File: config.mk
export PLATFORM = sky130hd
export DESIGN_NAME = dpkd_shift_ctrl
export DESIGN_NICKNAME = d
export VERILOG_FILES = /design/src/rtl/dpkd_pkg.sv /design/src/rtl/dpkd_rw_filter.sv /design/src/rtl/dpkd_shift_ctrl.sv
export SDC_FILE = /design/constraint.sdc
export NUM_CORES = 1
export LEC_CHECK = 0
export CAP_MARGIN = 25
export CORE_ASPECT_RATIO = 1.1
export CORE_UTILIZATION = 30
export DETAILED_ROUTE_END_ITERATION = 12
export PLACE_DENSITY = 0.47
export SYNTH_ARGS = -nofsm -noshare
export SYNTH_HDL_FRONTEND = slang
export SYNTH_SLANG_ARGS = --single-unit
File: constraint.sdc
create_clock -name clk_i -period 7.3 [get_ports clk_i]
set_clock_uncertainty 0.2 [all_clocks]
set_input_delay 0.73 -clock clk_i [delete_from_list [all_inputs] [get_ports clk_i]]
set_output_delay 0.73 -clock clk_i [all_outputs]
set_load 0.005 [all_outputs]
File: src/rtl/dpkd_pkg.sv
// Shared types and width helpers for the DPKD phase-shift loop controller.
//
// Contents:
//   dpkd_state_e  - controller state encoding (idle / track / hold-off)
//   NetShiftW     - width of the optional signed net-shift statistic
//   filt_width()  - signed random-walk filter width for a given threshold
//   cnt_width()   - unsigned counter width able to hold 0..max_val
package dpkd_pkg;

  typedef enum logic [1:0] {
    StIdle    = 2'd0,
    StTrack   = 2'd1,
    StHoldoff = 2'd2
  } dpkd_state_e;

  localparam int unsigned NetShiftW = 16;

  // Two extra bits: one for sign, one so that +filter_n itself is representable.
  function automatic int unsigned filt_width(input int unsigned filter_n);
    return $clog2(filter_n) + 2;
  endfunction

  function automatic int unsigned cnt_width(input int unsigned max_val);
    return $clog2(max_val + 1);
  endfunction

endpackage

File: src/rtl/dpkd_rw_filter.sv
// Random-walk (up/down) filter for the DPKD loop.
//
// A signed counter steps +1 on up_i-only, -1 on dn_i-only, and holds on both or
// neither. When the next value would reach +FILTER_N or -FILTER_N the matching
// overflow flag is raised combinationally (so the caller can register its pulse
// on the same edge) and the counter restarts from zero.
//
// Ports:
//   clk_i      clock
//   rst_ni     asynchronous active-low reset
//   clear_i    force the counter to zero (dominates hold_i)
//   hold_i     freeze the counter; strobes ignored, no overflow
//   up_i       step toward +FILTER_N
//   dn_i       step toward -FILTER_N
//   ovf_pos_o  next value reaches +FILTER_N
//   ovf_neg_o  next value reaches -FILTER_N
module dpkd_rw_filter
  import dpkd_pkg::*;
#(
  parameter int unsigned FILTER_N = 8
) (
  input  logic clk_i,
  input  logic rst_ni,
  input  logic clear_i,
  input  logic hold_i,
  input  logic up_i,
  input  logic dn_i,
  output logic ovf_pos_o,
  output logic ovf_neg_o
);

  localparam int unsigned FiltW = filt_width(FILTER_N);
  localparam logic signed [FiltW-1:0] PosLim = FiltW'(FILTER_N);
  localparam logic signed [FiltW-1:0] NegLim = -PosLim;
  localparam logic signed [FiltW-1:0] One    = FiltW'(1);

  logic signed [FiltW-1:0] cnt_q, cnt_d, stepped;
  logic                    active;

  assign active = !clear_i && !hold_i;

  always_comb begin
    stepped = cnt_q;
    if (up_i && !dn_i) begin
      stepped = cnt_q + One;
    end else if (dn_i && !up_i) begin
      stepped = cnt_q - One;
    end
  end

  assign ovf_pos_o = active && (stepped == PosLim);
  assign ovf_neg_o = active && (stepped == NegLim);

  // Restarting at zero on overflow keeps the count strictly inside
  // (-FILTER_N, +FILTER_N), so no separate saturation clamp is needed.
  always_comb begin
    cnt_d = stepped;
    if (clear_i) begin
      cnt_d = '0;
    end else if (hold_i) begin
      cnt_d = cnt_q;
    end else if (ovf_pos_o || ovf_neg_o) begin
      cnt_d = '0;
    end
  end

  always_ff @(posedge clk_i or negedge rst_ni) begin
    if (!rst_ni) begin
      cnt_q <= '0;
    end else begin
      cnt_q <= cnt_d;
    end
  end

endmodule

File: src/rtl/dpkd_shift_ctrl.sv
// DPKD phase-shift loop controller.
//
// Filters early/late phase-detector strobes through a random-walk filter and,
// on overflow, issues a single-cycle positive or negative shift pulse to the
// divider, followed by a hold-off during which strobes are ignored. Reports
// lock once LOCK_WINDOW consecutive shift-free tracking cycles have elapsed.
//
// Optional build macro DPKD_SHIFT_STATS_EN adds net_shift_o, a saturating
// signed count of (positive - negative) pulses cleared only by reset.
//
// Ports:
//   clk_i             system clock
//   reset_i           asynchronous active-low reset
//   enable_i          loop enable; low returns the controller to idle
//   early_i           strobe: divider output leads reference
//   late_i            strobe: divider output lags reference
//   positive_shift_o  one-cycle advance pulse to the divider
//   negative_shift_o  one-cycle retard pulse to the divider
//   lock_o            loop locked
//   busy_o            high during hold-off
//   net_shift_o       (DPKD_SHIFT_STATS_EN only) signed net pulse count
module dpkd_shift_ctrl
  import dpkd_pkg::*;
#(
  parameter int unsigned FILTER_N    = 8,
  parameter int unsigned HOLDOFF     = 16,
  parameter int unsigned LOCK_WINDOW = 64
) (
  input  logic clk_i,
  input  logic reset_i,
  input  logic enable_i,
  input  logic early_i,
  input  logic late_i,
  output logic positive_shift_o,
  output logic negative_shift_o,
  output logic lock_o,
  output logic busy_o
`ifdef DPKD_SHIFT_STATS_EN
  ,
  output logic signed [NetShiftW-1:0] net_shift_o
`endif
);

  localparam int unsigned HoldW  = cnt_width(HOLDOFF);
  localparam int unsigned QuietW = cnt_width(LOCK_WINDOW);
  localparam logic [HoldW-1:0]  HoldLoad = HoldW'(HOLDOFF);
  localparam logic [HoldW-1:0]  HoldOne  = HoldW'(1);
  localparam logic [QuietW-1:0] QuietMax = QuietW'(LOCK_WINDOW);
  localparam logic [QuietW-1:0] QuietOne = QuietW'(1);

  dpkd_state_e       state_q, state_d;
  logic [HoldW-1:0]  hold_q, hold_d;
  logic [QuietW-1:0] quiet_q, quiet_d;
  logic              pos_q, pos_d;
  logic              neg_q, neg_d;
  logic              busy_q, busy_d;
  logic              lock_q, lock_d;

  logic filt_clear, filt_hold, ovf_pos, ovf_neg;

  // The filter only integrates while tracking with the loop enabled.
  assign filt_clear = !enable_i || (state_q == StIdle);
  assign filt_hold  = (state_q == StHoldoff);

  dpkd_rw_filter #(
    .FILTER_N (FILTER_N)
  ) u_filter (
    .clk_i     (clk_i),
    .rst_ni    (reset_i),
    .clear_i   (filt_clear),
    .hold_i    (filt_hold),
    .up_i      (late_i),
    .dn_i      (early_i),
    .ovf_pos_o (ovf_pos),
    .ovf_neg_o (ovf_neg)
  );

  always_comb begin
    state_d = state_q;
    hold_d  = hold_q;
    quiet_d = quiet_q;
    pos_d   = 1'b0;
    neg_d   = 1'b0;
    busy_d  = busy_q;

    if (!enable_i) begin
      state_d = StIdle;
      hold_d  = '0;
      quiet_d = '0;
      busy_d  = 1'b0;
    end else begin
      unique case (state_q)
        StIdle: begin
          hold_d  = '0;
          quiet_d = '0;
          busy_d  = 1'b0;
          state_d = StTrack;
        end
        StTrack: begin
          if (ovf_pos || ovf_neg) begin
            pos_d   = ovf_pos;
            neg_d   = ovf_neg;
            hold_d  = HoldLoad;
            busy_d  = 1'b1;
            quiet_d = '0;
            state_d = StHoldoff;
          end else if (quiet_q != QuietMax) begin
            quiet_d = quiet_q + QuietOne;
          end
        end
        StHoldoff: begin
          // Quiet counter is frozen here: hold-off neither earns nor costs lock.
          hold_d = hold_q - HoldOne;
          if (hold_q == HoldOne) begin
            busy_d  = 1'b0;
            state_d = StTrack;
          end
        end
        default: begin
          state_d = StIdle;
          hold_d  = '0;
          quiet_d = '0;
          busy_d  = 1'b0;
        end
      endcase
    end

    // Registered copy of (quiet == window), so lock drops on the shift edge.
    lock_d = (quiet_d == QuietMax);
  end

  always_ff @(posedge clk_i or negedge reset_i) begin
    if (!reset_i) begin
      state_q <= StIdle;
      hold_q  <= '0;
      quiet_q <= '0;
      pos_q   <= 1'b0;
      neg_q   <= 1'b0;
      busy_q  <= 1'b0;
      lock_q  <= 1'b0;
    end else begin
      state_q <= state_d;
      hold_q  <= hold_d;
      quiet_q <= quiet_d;
      pos_q   <= pos_d;
      neg_q   <= neg_d;
      busy_q  <= busy_d;
      lock_q  <= lock_d;
    end
  end

  assign positive_shift_o = pos_q;
  assign negative_shift_o = neg_q;
  assign lock_o           = lock_q;
  assign busy_o           = busy_q;

`ifdef DPKD_SHIFT_STATS_EN
  localparam logic signed [NetShiftW-1:0] NetMax = {1'b0, {(NetShiftW-1){1'b1}}};
  localparam logic signed [NetShiftW-1:0] NetMin = {1'b1, {(NetShiftW-1){1'b0}}};
  localparam logic signed [NetShiftW-1:0] NetOne = NetShiftW'(1);

  logic signed [NetShiftW-1:0] net_q, net_d;

  // Counted on the edge that registers the pulse; enable_i does not clear it.
  always_comb begin
    net_d = net_q;
    if (pos_d && (net_q != NetMax)) begin
      net_d = net_q + NetOne;
    end else if (neg_d && (net_q != NetMin)) begin
      net_d = net_q - NetOne;
    end
  end

  always_ff @(posedge clk_i or negedge reset_i) begin
    if (!reset_i) begin
      net_q <= '0;
    end else begin
      net_q <= net_d;
    end
  end

  assign net_shift_o = net_q;
`endif

endmodule
# Yosys cells after proc, flatten, opt, wreduce, memory -nomap -nowiden
# Cells that the tools add are included.
op_classes:
  add_sub_neg: 4
  eq_ne: 10
  n_mux: 26
  reduce_logical: 14
ops:
  columns: ["operator", "n"]
  rows:
  - ["$mux W5", 7]
  - ["$mux W7", 3]
  - ["$pmux W7 S2", 1]
  - ["$pmux W5 S2", 1]
  - ["$mux W1", 9]
  - ["$add A7 B1 Y7 const B", 1]
  - ["$eq A7 B7 Y1 const B", 1]
  - ["$ne A7 B7 Y1 const B", 1]
  - ["$mux W2", 3]
  - ["$ne A3 B3 Y1 const B", 2]
  - ["$pmux W2 S3", 1]
  - ["$add A5 B2 Y5 const B", 1]
  - ["$eq A5 B1 Y1 const B", 1]
  - ["$eq A5 B4 Y1 const B", 1]
  - ["$eq A5 B5 Y1 const B", 1]
  - ["$logic_and A1 B1 Y1", 5]
  - ["$logic_not A1 Y1", 5]
  - ["$sub A5 B1 Y5 const B", 1]
  - ["$sub A5 B2 Y5 const B", 1]
  - ["$eq A2 B1 Y1 const B", 1]
  - ["$eq A2 B2 Y1 const B", 1]
  - ["$logic_not A2 Y1", 1]
  - ["$logic_or A1 B1 Y1", 2]
  - ["$ne A2 B1 Y1 const B", 1]
  - ["other kinds (2)", 2]
word_totals:
  reg_bits: 23
  in_bits: 5
  out_inout_bits: 4
  word_cells: 62

# Longest topological paths before layout
# Gate-level depths: netlist of run 1.
logic_depth:
  ltp_word: 11
  ltp_mapped: 10
  depth_no_buf: 9

# Hierarchy
# Synthesis of run 1 repeated with hierarchy kept, for this count alone.
hier_totals:
  cells_unflattened: 162
  area_unflattened_um2: 1560.2
modules_own_cells:
  columns: ["mod", "n_inst", "cells_per_inst", "area_each_um2", "seq_area_each_um2"]
  rows:
  - ["dpkd_shift_ctrl", 1, 108, 1077.3, 425.4]
  - ["dpkd_rw_filter", 1, 54, 483.0, 125.1]

# Least setup slack after synthesis of run 1
# OpenSTA, ideal clock, no wires.
synth_path:
  path_type: "input port to flip-flop"
  from: "input late_i"
  to: "register quiet_q[4]"
  setup_ps: 118
  arrival_ps: 2468
  required_ps: 6982
  slack_ps: 4514
  stages: 8
  path_buffers: 1
  path_cell_list: "or4b_1 > o22ai_2 > xnor2_1 > o311a_4 > and3_4 > buf_6 > a21o_1 > a21o_1"
synth_between:
  elab_chain_len: 10
  word_cells_on_any_way: 13
  cone_classes: "2 x eq/ne; 5 x mux; 6 x reduce/logical"
synth_lines:
  columns: ["element", "line_no", "source"]
  rows:
  - ["start, declared", "dpkd_shift_ctrl.sv:33", "input logic late_i,"]
  - ["$logic_not A1 Y1", "dpkd_rw_filter.sv:46", "end else if (dn_i && !up_i) begin"]
  - ["$logic_and A1 B1 Y1", "dpkd_rw_filter.sv:46", null]
  - ["$mux W5", "dpkd_rw_filter.sv:46", null]
  - ["$mux W5 *", "dpkd_rw_filter.sv:44", "if (up_i && !dn_i) begin"]
  - ["$eq A5 B5 Y1 or $eq A5 B4 Y1 (tied branches)", "dpkd_rw_filter.sv:51, dpkd_rw_filter.sv:52", null]
  - ["$logic_and A1 B1 Y1 (on tied branches)", "dpkd_rw_filter.sv:51, dpkd_rw_filter.sv:52", null]
  - ["$logic_or A1 B1 Y1 *", "dpkd_shift_ctrl.sv:100", "if (ovf_pos || ovf_neg) begin"]
  - ["$mux W7 *", "dpkd_shift_ctrl.sv:100", null]
  - ["$pmux W7 S2 *", "dpkd_shift_ctrl.sv:92", "unique case (state_q)"]
  - ["$mux W7 *", "dpkd_shift_ctrl.sv:86", "if (!enable_i) begin"]
  - ["net quiet_d[4]", "dpkd_shift_ctrl.sv:53", "logic [QuietW-1:0] quiet_q, quiet_d;"]
  - ["end signal, assigned", "dpkd_shift_ctrl.sv:144", "quiet_q <= quiet_d;"]
  - ["end, declared", "dpkd_shift_ctrl.sv:53", null]
# The timed path passes the listed nets; every way through them passes the cells marked *.
# A chain may end at the register's enable or synchronous reset.

# Worst setup path in the final report of run 1
layout_path:
  from: "input early_i"
  to: "register quiet_q[5]"
layout_between:
  elab_chain_len: 9
  word_cells_on_any_way: 13
  cone_classes: "2 x eq/ne; 5 x mux; 6 x reduce/logical"
layout_lines:
  columns: ["element", "line_no", "source"]
  rows:
  - ["start, declared", "dpkd_shift_ctrl.sv:32", "input logic early_i,"]
  - ["$logic_and A1 B1 Y1 or $logic_not A1 Y1 (tied branches)", "dpkd_rw_filter.sv:46, dpkd_rw_filter.sv:44", null]
  - ["$mux W5 or $logic_and A1 B1 Y1 (tied branches)", "dpkd_rw_filter.sv:46, dpkd_rw_filter.sv:44", null]
  - ["$mux W5 *", "dpkd_rw_filter.sv:44", null]
  - ["$eq A5 B5 Y1 or $eq A5 B4 Y1 (tied branches)", "dpkd_rw_filter.sv:51, dpkd_rw_filter.sv:52", null]
  - ["$logic_and A1 B1 Y1 (on tied branches)", "dpkd_rw_filter.sv:51, dpkd_rw_filter.sv:52", null]
  - ["$logic_or A1 B1 Y1 *", "dpkd_shift_ctrl.sv:100", null]
  - ["$mux W7 *", "dpkd_shift_ctrl.sv:100", null]
  - ["$pmux W7 S2 *", "dpkd_shift_ctrl.sv:92", null]
  - ["$mux W7 *", "dpkd_shift_ctrl.sv:86", null]
  - ["net quiet_d[5]", "dpkd_shift_ctrl.sv:53", null]
# Marked as above.

==> metrics.md, run 1 <==
| Metric | Value |
|---|---|
| Largest net degree at the start of global routing | 18 |
| Initial Util | 0.318 |
| Routed wire per std cell | roughly 13 um |
| Nets | between 150 and 200 |
| DR vias/cell | between 5 and 6 |
| Share of synthesized registers carrying an async set or reset | 1.00 |
| Final Hold Viols | 0 |
| Placed cell area | roughly 0.0017 mm^2 |
| # DRC | 0 |
| Fill count | 471 |
| Grt total ovfl | 0 |
| Max-capacitance violation count | 0 |
| Launch point of the worst path | early_i |
| Detail Route Antenna Nets | 0 |
| WP data arrival | about 3.2 ns |
| Mean post-synth cell area | roughly 8.9 um^2 |
| Placed cells | 230 |
| Area delta synth->final | 13.6% |
| Ranking of synthesized cells by area | dfrtp_1 (38%), ha_1 (8.3%), nand2_1 (3.8%), nor2_1 (3.8%), inv_1 (3.5%) |
| Clock buffer depth | 2 |
| Vias in the first global route | 1,187 |
| RSZ-0062 raised after global routing | false |
| Hold WC Path Type | flip-flop to flip-flop |
| Die span in y | roughly 76 um |
| Hold buffer count at CTS | 0 |
| Power density over the cells | approximately 230 mW/mm^2 |
| Req. time, crit path | between 7 and 8 ns |
| Yosys top cell area share | 0.383 |
| Htree depth | 1 |
| Seq/Total Area, Yosys | 0.383 |
| Placer Congestion | between 0.7 and 0.8 |
| CP startpoint kind | input pin |
| Worst r2r src | u_filter.cnt_q[0] |
| Fin crit period | 3.17 ns |
| FF/Latch Area | ~580 um^2 |
| Total Negative Setup Slacks | 0 ns |
| Most common library cells after synthesis | dfrtp_1 (23), nand2_1 (15), nor2_1 (15), inv_1 (14), ha_1 (10) |
| Worst Path Max Fanout | 17 |
| Chip width | 69.5 um |
| CTS root buffer | clkbuf_8 |
| Gate Count Post-Synth | between 150 and 200 |
| Detailed Routing Iterations Pass 1 | 4 |
| Leakage Power | 0.704 nW |
| VDD IR max | around 0.072 mV |
| Vias post-DR | between 1,000 and 1,500 |
| Status | finished, final reports clean |
| Cell taking the most area after synthesis | dfrtp_1 |
| Final slew viol count | 0 |
| Initial antenna violation count | 0 |
| First-pass GRT wire length | 5310 um |
| Most common flop cell mapped by yosys | dfrtp_1 |
| DRT iter0 DRCs | between 40 and 50 |
| FP Rows | 26 |
| Share of layout cells above drive strength 1 | 0.0730 |
| N_diodes | 0 |
| Worst slew pin tran | 0.574 ns |
| Post-synth cell types | 47 |
| Slew HR | 0.616 |
| Top-count cell post-synth | dfrtp_1 |
| Inserted Clock Buffers | 3 |
| Setup Buffers After CTS | 0 |
| Final Cycle Share | 0.434 |
| Crit-path max cell delay | 0.59 ns |
| TritonCTS sink count | 23 |
| Worst path slowest cell | clkdlybuf4s50_1 |
| Finished Cell Area | ~0.0017 mm^2 |
| Post-synth EDFFs | 0 |
| Setup Crit Path Kind | input pin to flip-flop |
| Power, Total | 0.395 mW |
| Clock Pin Slew Worst Setup and Hold Paths | 0.08 ns |
| Fin cells | between 200 and 250 |
| # setup viols final | 0 |
| Worst skew pair latency | 0.26 ns |
| Post-CTS sizing | 0 |
| Area of the multi-input gates | approximately 850 um^2 |
| GR Util All Layers | 0.122 |
| I/O Buffers | 8 |
| Post-Route WL | slightly above 3000 um |
| Syn Std Cell Area | 0.00150 mm^2 |
| Post-DP HPWL | roughly 2400 um |
| FF+latch count, synth | 23 |
| CTS tree | yes |
| Die area | around 0.0053 mm^2 |
| Io pins | 9 |
| YS warnings | 0 |
| Worst-path cell chain | clkdlybuf4s50_1, or4b_1, o22ai_2, xnor2_1, o311a_4, nand3_1, or3_1, o21ai_0 |
| Fmax | 316 MHz |
| Syn Nets | around 180 |
| Hold Startpoint | hold_q[1] |
| Core region area | around 0.0047 mm^2 |
| Worst Setup End Kind | flip-flop |
path summary, 6_finish.rpt:
check	to	slack [ns]	depth (start not counted)
worst max-delay path	quiet_q[5]	4.13	8
worst min-delay path	hold_q[1]	0.30	2
worst max register to register	quiet_q[5]	4.54	9
worst min register to register	hold_q[1]	0.30	2
max in group asynchronous	hold_q[4]	5.81	2
min in group asynchronous	quiet_q[2]	0.63	1
cells by family after synthesis:
group	count (synthesis)	share of synthesized area
buffers and inverters	17	0.0483
xor gates and xnor gates	4	0.0233
adders and majority gates	10	0.0833
DFF	23	0.383
and+or+nand+nor	70	0.247
AOI/OAI and AO/OA	42	0.201
muxes	2	0.0142
where the power goes:
group	leakage (nW)	switching, mW	internal (mW)
logic	0.361	0.0908	0.0645
registers	0.318	0.0170	0.142
clock network	0.0255	0.0423	0.0381
stage by stage:
stage                     setup slack [ns]   util  hold slack [ns]
after floorplan                       4.51      -            0.234
after global placement                3.89  0.346            0.284
after detailed placement              3.86  0.352            0.286
after CTS                             4.16  0.362            0.305
after global routing                  3.97  0.362            0.340
final                                 4.13  0.362            0.301
layer usage:
metal	track usage	vias up	routed length, um
li1	-	630	-
met1	0.154	592	1480
met2	0.210	10	1490
met3	0.0172	4	57
met4	0.0429	0	30
met5	0	-	0
cell type report:
cell class                 count  share of cell area
multi-input combinational    128               0.500
sequential                    23               0.337
timing repair buffer           9              0.0631
tap                           56              0.0411
inverter                      14              0.0308
clock buffer                   3              0.0242
clock inverter                 1             0.00293
flip-flops by register name, summed over array words and instances, names as in the netlist:
register          count
u_filter.cnt_q        5
lock_o                1
positive_shift_o      1
negative_shift_o      1
quiet_q               7
hold_q                5
busy_o                1
state_q               2
cell usage in the layout, fill, tap and decap left out, drive strengths merged, types with 2 or more instances in the layout:
master          n
a21o            3
o31ai           4
a31oi           2
dfrtp          23
nand2          15
inv            14
nand3b          3
and3            2
nor4            2
clkdlybuf4s50   8
nor3            7
o21ai           9
or3             3
clkbuf          3
nand2b          3
nor2           15
xnor2           4
or2             3
o22ai           2
ha             10
o211ai          4
a32o            2
nand3           8
a21oi           7
worst max-delay path: cells and delay by family:
family          cells  cell delay [ns]
buf+inv             1             0.59
compound gates      3             0.58
simple gates        3             1.05
xor+xnor            1             0.19
Power figures use the tool's default switching activity.
==> inputs of run 2 (changes only) <==
--- a/config.mk
+++ b/config.mk
@@ -9,7 +9,7 @@
 export CORE_ASPECT_RATIO = 1.1
 export CORE_UTILIZATION = 30
 export DETAILED_ROUTE_END_ITERATION = 12
-export PLACE_DENSITY = 0.47
+export PLACE_DENSITY = 0.49
 export SYNTH_ARGS = -nofsm -noshare
 export SYNTH_HDL_FRONTEND = slang
 export SYNTH_SLANG_ARGS = --single-unit
==> constraint.sdc (replaced) <==
create_clock -name clk_i -period 2.6 [get_ports clk_i]
set_clock_uncertainty 0.2 [all_clocks]
set_input_delay 0.26 -clock clk_i [delete_from_list [all_inputs] [get_ports clk_i]]
set_output_delay 0.26 -clock clk_i [all_outputs]
set_load 0.005 [all_outputs]
==> run 2 against run 1 <==
Compared with the run above: worst setup slack worse by 4.1 ns; non-clock buffer count increased by 18; global-route usage is 1.8 points higher; largest power group is now combinational cells; count of clock-buffer cells in the layout unchanged; first-iteration DRC count increased by 56%; final cell count is 7.7% higher.
==> metrics.md, run 2 (same netlist as run 1, synthesis figures left out) <==
| Metric | Value |
|---|---|
| Vias in the first global route | around 1,400 |
| Worst-path cell chain | inv_2, ha_4, and4bb_2, a31oi_2, o2bb2ai_2, o311a_4, and3_4, a21o_1, a21o_1 |
| Setup slack, reg-to-reg | just under 0.08 ns |
| Post-Route WL | 3470 um |
| Slew HR | 0.712 |
| Final slew viol count | 0 |
| Initial antenna violation count | 0 |
| Die span in y | between 70 and 80 um |
| Setup Crit Path Kind | flip-flop to flip-flop |
| Fmax | 396 MHz |
| Die area | 0.00529 mm^2 |
| Initial Util | 0.318 |
| Largest Register | quiet_q |
| Htree depth | 1 |
| Most frequent cells in the layout | dfrtp_1 (23), buf_4 (18), nand2_1 (15), nor2_1 (15), inv_1 (12) |
| Hold WC Path Type | input pin to asynchronous set/reset pin |
| I/O Buffers | 8 |
| Fill count | 461 |
| Io pins | 9 |
| VDD IR max | ~0.28 mV |
| Status | finished, final reports clean |
| Area of the multi-input gates | 926 um^2 |
| Delay-heaviest family, CP | compound AO/OA/AOI/OAI gates |
| Fin crit period | 2.52 ns |
| Detail Route Antenna Nets | 0 |
| Chip width | around 69 um |
| Buffers plus inverters on the worst setup path | 1 |
| CTS root buffer | clkbuf_8 |
| CP startpoint kind | flip-flop |
| Placer Congestion | between 0.8 and 0.9 |
| Worst Setup End Kind | flip-flop |
| DRT iter0 DRCs | between 60 and 70 |
| FP Rows | 26 |
| Area delta synth->final | 26.3% |
| Fin Hold WS | about 0.15 ns |
| # setup viols final | 0 |
| Worst Path Max Fanout | 8 |
| Worst skew pair latency | 0.26 ns |
| TritonCTS sink count | 23 |
| DRT met1 WL | ~1500 um |
| Clock buffer depth | 2 |
| RSZ-0062 raised after global routing | false |
| Wire length on met3 | 93 um |
| Clock Pin Slew Worst Setup and Hold Paths | approximately 0.090 ns |
| Leakage Power | approximately 0.8 nW |
| Worst path slowest cell | dfrtp_1 |
| DR vias/cell | ~5.3 |
| # DRC | 0 |
| Top Metal Used | met4 |
| Req. time, crit path | between 2 and 3 ns |
| Inserted Clock Buffers | 3 |
| GR Util All Layers | 0.140 |
| Share of layout cells above drive strength 1 | 0.214 |
| Grt total ovfl | 0 |
| Vias post-DR | about 1,300 |
| FF/Latch Area | roughly 580 um^2 |
| Nets | ~210 |
| Routed wire per std cell | ~14 um |
| Hold buffer count at CTS | 0 |
| WP data arrival | 2.49 ns |
| N_diodes | 0 |
| Worst path most repeated cell | a21o_1 |
| Biggest regs | quiet_q: 7 flops, hold_q: 5 flops, u_filter.cnt_q: 5 flops |
| Max-capacitance violation count | 0 |
| Detailed Routing Iterations Pass 1 | 4 |
| Power density over the cells | around 660 mW/mm^2 |
| First-pass GRT wire length | ~6100 um |
| Pre-CTS setup slack | -0.266 ns |
| Largest net degree at the start of global routing | 24 |
| Met2 wire length | around 1800 um |
| Final Cycle Share | 0.970 |
| Final Hold Viols | 0 |
| Most common cell after layout, fill and taps aside | dfrtp_1 |
| Crit-path max cell delay | ~0.44 ns |
| Fin util | 0.402 |
| Final worst slack | about 0.077 ns |
| Largest register FFs | 7 |
| Core region area | 0.00472 mm^2 |
| Post-DP HPWL | about 2500 um |
| CTS tree | yes |
| Worst slew pin tran | 0.428 ns |
-- run 2: through the flow --
| stage | total power, mW | cell area [um^2] | TNS [ns] | instances |
|---|---|---|---|---|
| after floorplan | 0.793 | 1500 | 0 | 168 |
| after global placement | 0.938 | 1740 | -1.17 | 243 |
| after detailed placement | 0.947 | 1740 | -2.04 | 243 |
| after CTS | 1.18 | 1780 | 0 | 247 |
| after global routing | 1.36 | 1900 | 0 | 252 |
| final | 1.25 | 1900 | 0 | 252 |
-- run 2: repair_timing --
item / 4_1_cts / 5_1_grt
gates resized for setup: 0 / 17
endpoints found under the setup margin: 0 / 11
buffers inserted: 0 / 5
-- run 2: worst paths after layout --
| check | startpoint | to | depth (start not counted) |
|---|---|---|---|
| worst max-delay path | u_filter.cnt_q[1] | quiet_q[4] | 9 |
| worst min-delay path | reset_i | u_filter.cnt_q[1] | 2 |
| worst max register to register | u_filter.cnt_q[1] | quiet_q[4] | 9 |
| worst min register to register | hold_q[1] | hold_q[1] | 2 |
| max in group asynchronous | reset_i | u_filter.cnt_q[0] | 2 |
| min in group clk_i | hold_q[1] | hold_q[1] | 2 |
-- run 2: report_power, final --
group          switching, mW  total (mW)  internal (mW)
Sequential            0.0499       0.450          0.400
Combinational          0.312       0.582          0.270
Clock                  0.114       0.220          0.107
Total                  0.476        1.25          0.777
-- run 2: layer usage --
metal	track usage	up-vias
li1	-	662
met1	0.165	650
met2	0.252	21
met3	0.0251	6
met4	0.0490	0
met5	0	-
-- run 2: area by class of cell --
class                      instances  share of cell area
sequential                        23               0.303
inverter                          14              0.0277
clock inverter                     1             0.00264
timing repair buffer              27               0.119
multi-input combinational        128               0.488
clock buffer                       3              0.0218
tap                               56              0.0369
==> inputs of run 3 (changes only) <==
--- a/config.mk
+++ b/config.mk
@@ -7,9 +7,10 @@
 export LEC_CHECK = 0
 export CAP_MARGIN = 25
 export CORE_ASPECT_RATIO = 1.1
-export CORE_UTILIZATION = 30
+export CORE_UTILIZATION = 53
 export DETAILED_ROUTE_END_ITERATION = 12
-export PLACE_DENSITY = 0.49
+export HOLD_SLACK_MARGIN = 0.05
+export PLACE_DENSITY = 0.76
 export SYNTH_ARGS = -nofsm -noshare
 export SYNTH_HDL_FRONTEND = slang
 export SYNTH_SLANG_ARGS = --single-unit
==> run 3 against run 2 <==
Compared with the run above: die area shrank 42%; register-to-register slack lost 0.02 ns; total power shrank 5.7%; global-route usage grew 8.7 points; critical endpoint unchanged; worst setup slack lost 0.022 ns.
==> metrics.md, run 3 (same netlist as run 1, synthesis figures left out) <==
| Metric | Value |
|---|---|
| Status | finished, final reports clean |
| Io pins | 9 |
| Hold WC Path Type | input pin to asynchronous set/reset pin |
| Core region area | 0.00259 mm^2 |
| Slew HR | 0.728 |
| Die area | 0.00305 mm^2 |
| Fin crit period | between 2 and 3 ns |
| WP data arrival | 2.56 ns |
| Final slew viol count | 0 |
| First-pass GRT wire length | 5290 um |
| TritonCTS sink count | 23 |
| Placer Congestion | 0.889 |
| N_diodes | 0 |
| Clock buffer depth | 2 |
| Reg power frac | 0.382 |
| Fmax | 393 MHz |
| Clk pwr share | 0.140 |
| Crit-path max cell delay | 0.46 ns |
| Setup Crit Path Kind | flip-flop to flip-flop |
| Post-DP HPWL | between 2000 and 2500 um |
| Worst path depth | 9 |
| Largest net degree at the start of global routing | 24 |
| Area delta synth->final | 21.4% |
| Fill count | about 200 |
| Most common cell after layout, fill and taps aside | dfrtp_1 |
| CP startpoint kind | flip-flop |
| DRT iter0 DRCs | between 40 and 50 |
| Sw Share | 0.391 |
| Req. time, crit path | between 2 and 3 ns |
| Htree depth | 1 |
| Max-capacitance violation count | 0 |
| Power density over the cells | 648 mW/mm^2 |
| FP Rows | 19 |
| Detail Route Antenna Nets | 0 |
| Total Negative Setup Slacks | 0 ns |
| CTS root buffer | clkbuf_4 |
| Final worst slack | 0.0545 ns |
| Fin util | 0.704 |
| I/O Buffers | 8 |
| Share of layout cells above drive strength 1 | 0.205 |
| Combinational share of power | 0.478 |
| Hold buffer count at CTS | 0 |
| DR vias/cell | 6.00 |
| Nets | between 200 and 250 |
| Worst-path cell chain | inv_2, ha_4, and4bb_2, a31oi_2, o2bb2ai_2, o311a_4, and3_4, a21o_1, a21o_1 |
| Leakage Power | about 0.78 nW |
| Vias post-DR | around 1,400 |
| Final Hold Viols | 0 |
| GR Util All Layers | 0.227 |
| Setup slack, reg-to-reg | approximately 0.054 ns |
| Worst skew pair latency | 0.31 ns |
| Worst path slowest cell | dfrtp_1 |
| Initial Util | 0.579 |
| Int Pwr | 0.720 mW |
| Switch Pwr | between 0.4 and 0.5 mW |
| Placed cell area | 0.00169 mm^2 |
| # DRC | 0 |
| # setup viols final | 0 |
| Largest Register | quiet_q |
| Worst path most repeated cell | a21o_1 |
| VDD IR max | slightly above 0.4 mV |
| Biggest regs | quiet_q: 7 flops, hold_q: 5 flops, u_filter.cnt_q: 5 flops |
| Grt total ovfl | 0 |
| Finished Cell Area | 0.00182 mm^2 |
| Initial antenna violation count | 0 |
| Worst Path Max Fanout | 7 |
| Buffers plus inverters on the worst setup path | 1 |
| Clock Pin Slew Worst Setup and Hold Paths | 0.13 ns |
| Vias in the first global route | ~1,300 |
| Delay-heaviest family, CP | compound AO/OA/AOI/OAI gates |
| Cells on worst reg2reg path | 9 |
| Largest register FFs | 7 |
| Routed wire per std cell | 14.5 um |
| Worst slew pin tran | 0.404 ns |
| Final Cycle Share | 0.979 |
| Worst r2r src | u_filter.cnt_q[1] |
| Worst Setup End Kind | flip-flop |
| Pre-CTS setup slack | -0.177 ns |
| Die span in y | just under 60 um |
| CTS tree | yes |
| Post-Route WL | around 3300 um |
| Power, Total | between 1 and 1.5 mW |
| Chip width | between 50 and 60 um |
| Most frequent cells in the layout | dfrtp_1 (22), buf_4 (18), nand2_1 (15), nor2_1 (15), inv_1 (12) |
| Inserted Clock Buffers | 3 |
| Detailed Routing Iterations Pass 1 | 4 |
| Reg-to-reg critical path endpoint | quiet_q[4] |
==> run 3: cell types whose count changed in the layout (fill, tap and decap cells not counted), sizes merged <==
| cell | delta |
|---|---|
| buf | -1 |
| clkbuf | +1 |
| clkinv | -1 |
==> run 3: how the worst max path moves through the flow <==
stage | start | endpoint
detailed placement | early_i | quiet_q[4]
finish | u_filter.cnt_q[1] | quiet_q[4]
CTS | u_filter.cnt_q[0] | quiet_q[4]
floorplan | u_filter.cnt_q[0] | quiet_q[4]
global placement | early_i | quiet_q[4]
global route | u_filter.cnt_q[1] | hold_q[3]
==> run 3: area by class of cell <==
type / instances / area [um^2] / share of cell area
flip-flops and latches: 23 / 577 / 0.316
inverters: 14 / 52.6 / 0.0288
repair buffers: 26 / 215 / 0.118
clock buffers: 4 / 26.3 / 0.0144
multi-input cells: 128 / 913 / 0.501
well taps: 31 / 38.8 / 0.0213
==> run 3: what timing repair did <==
item / in CTS / in global routing
buffers inserted: 0 / 6
gates resized for setup: 0 / 14
setup endpoints to repair: 0 / 12
==> run 3: through the flow <==
stage	hold slack, ns	std cells
floorplan	-0.236	168
global placement	0.284	216
detailed placement	0.285	216
CTS	0.0993	220
global route	0.118	226
finish	0.0850	226
==> run 3: power by group through the flow <==
stage | Sequential (mW) | Clock [mW] | Combinational [mW]
after floorplan | 0.443 | 0 | 0.350
after global placement | 0.450 | 0 | 0.461
after detailed placement | 0.453 | 0 | 0.477
after CTS | 0.446 | 0.169 | 0.480
after global routing | 0.456 | 0.187 | 0.629
final | 0.451 | 0.166 | 0.565
==> run 3: metal layers <==
layer	track usage	vias to the layer above	share of wire
li1	-	658	-
met1	0.293	666	0.44
met2	0.398	28	0.52
met3	0.0236	4	0.028
met4	0.0602	0	0.0089
met5	0	-	0
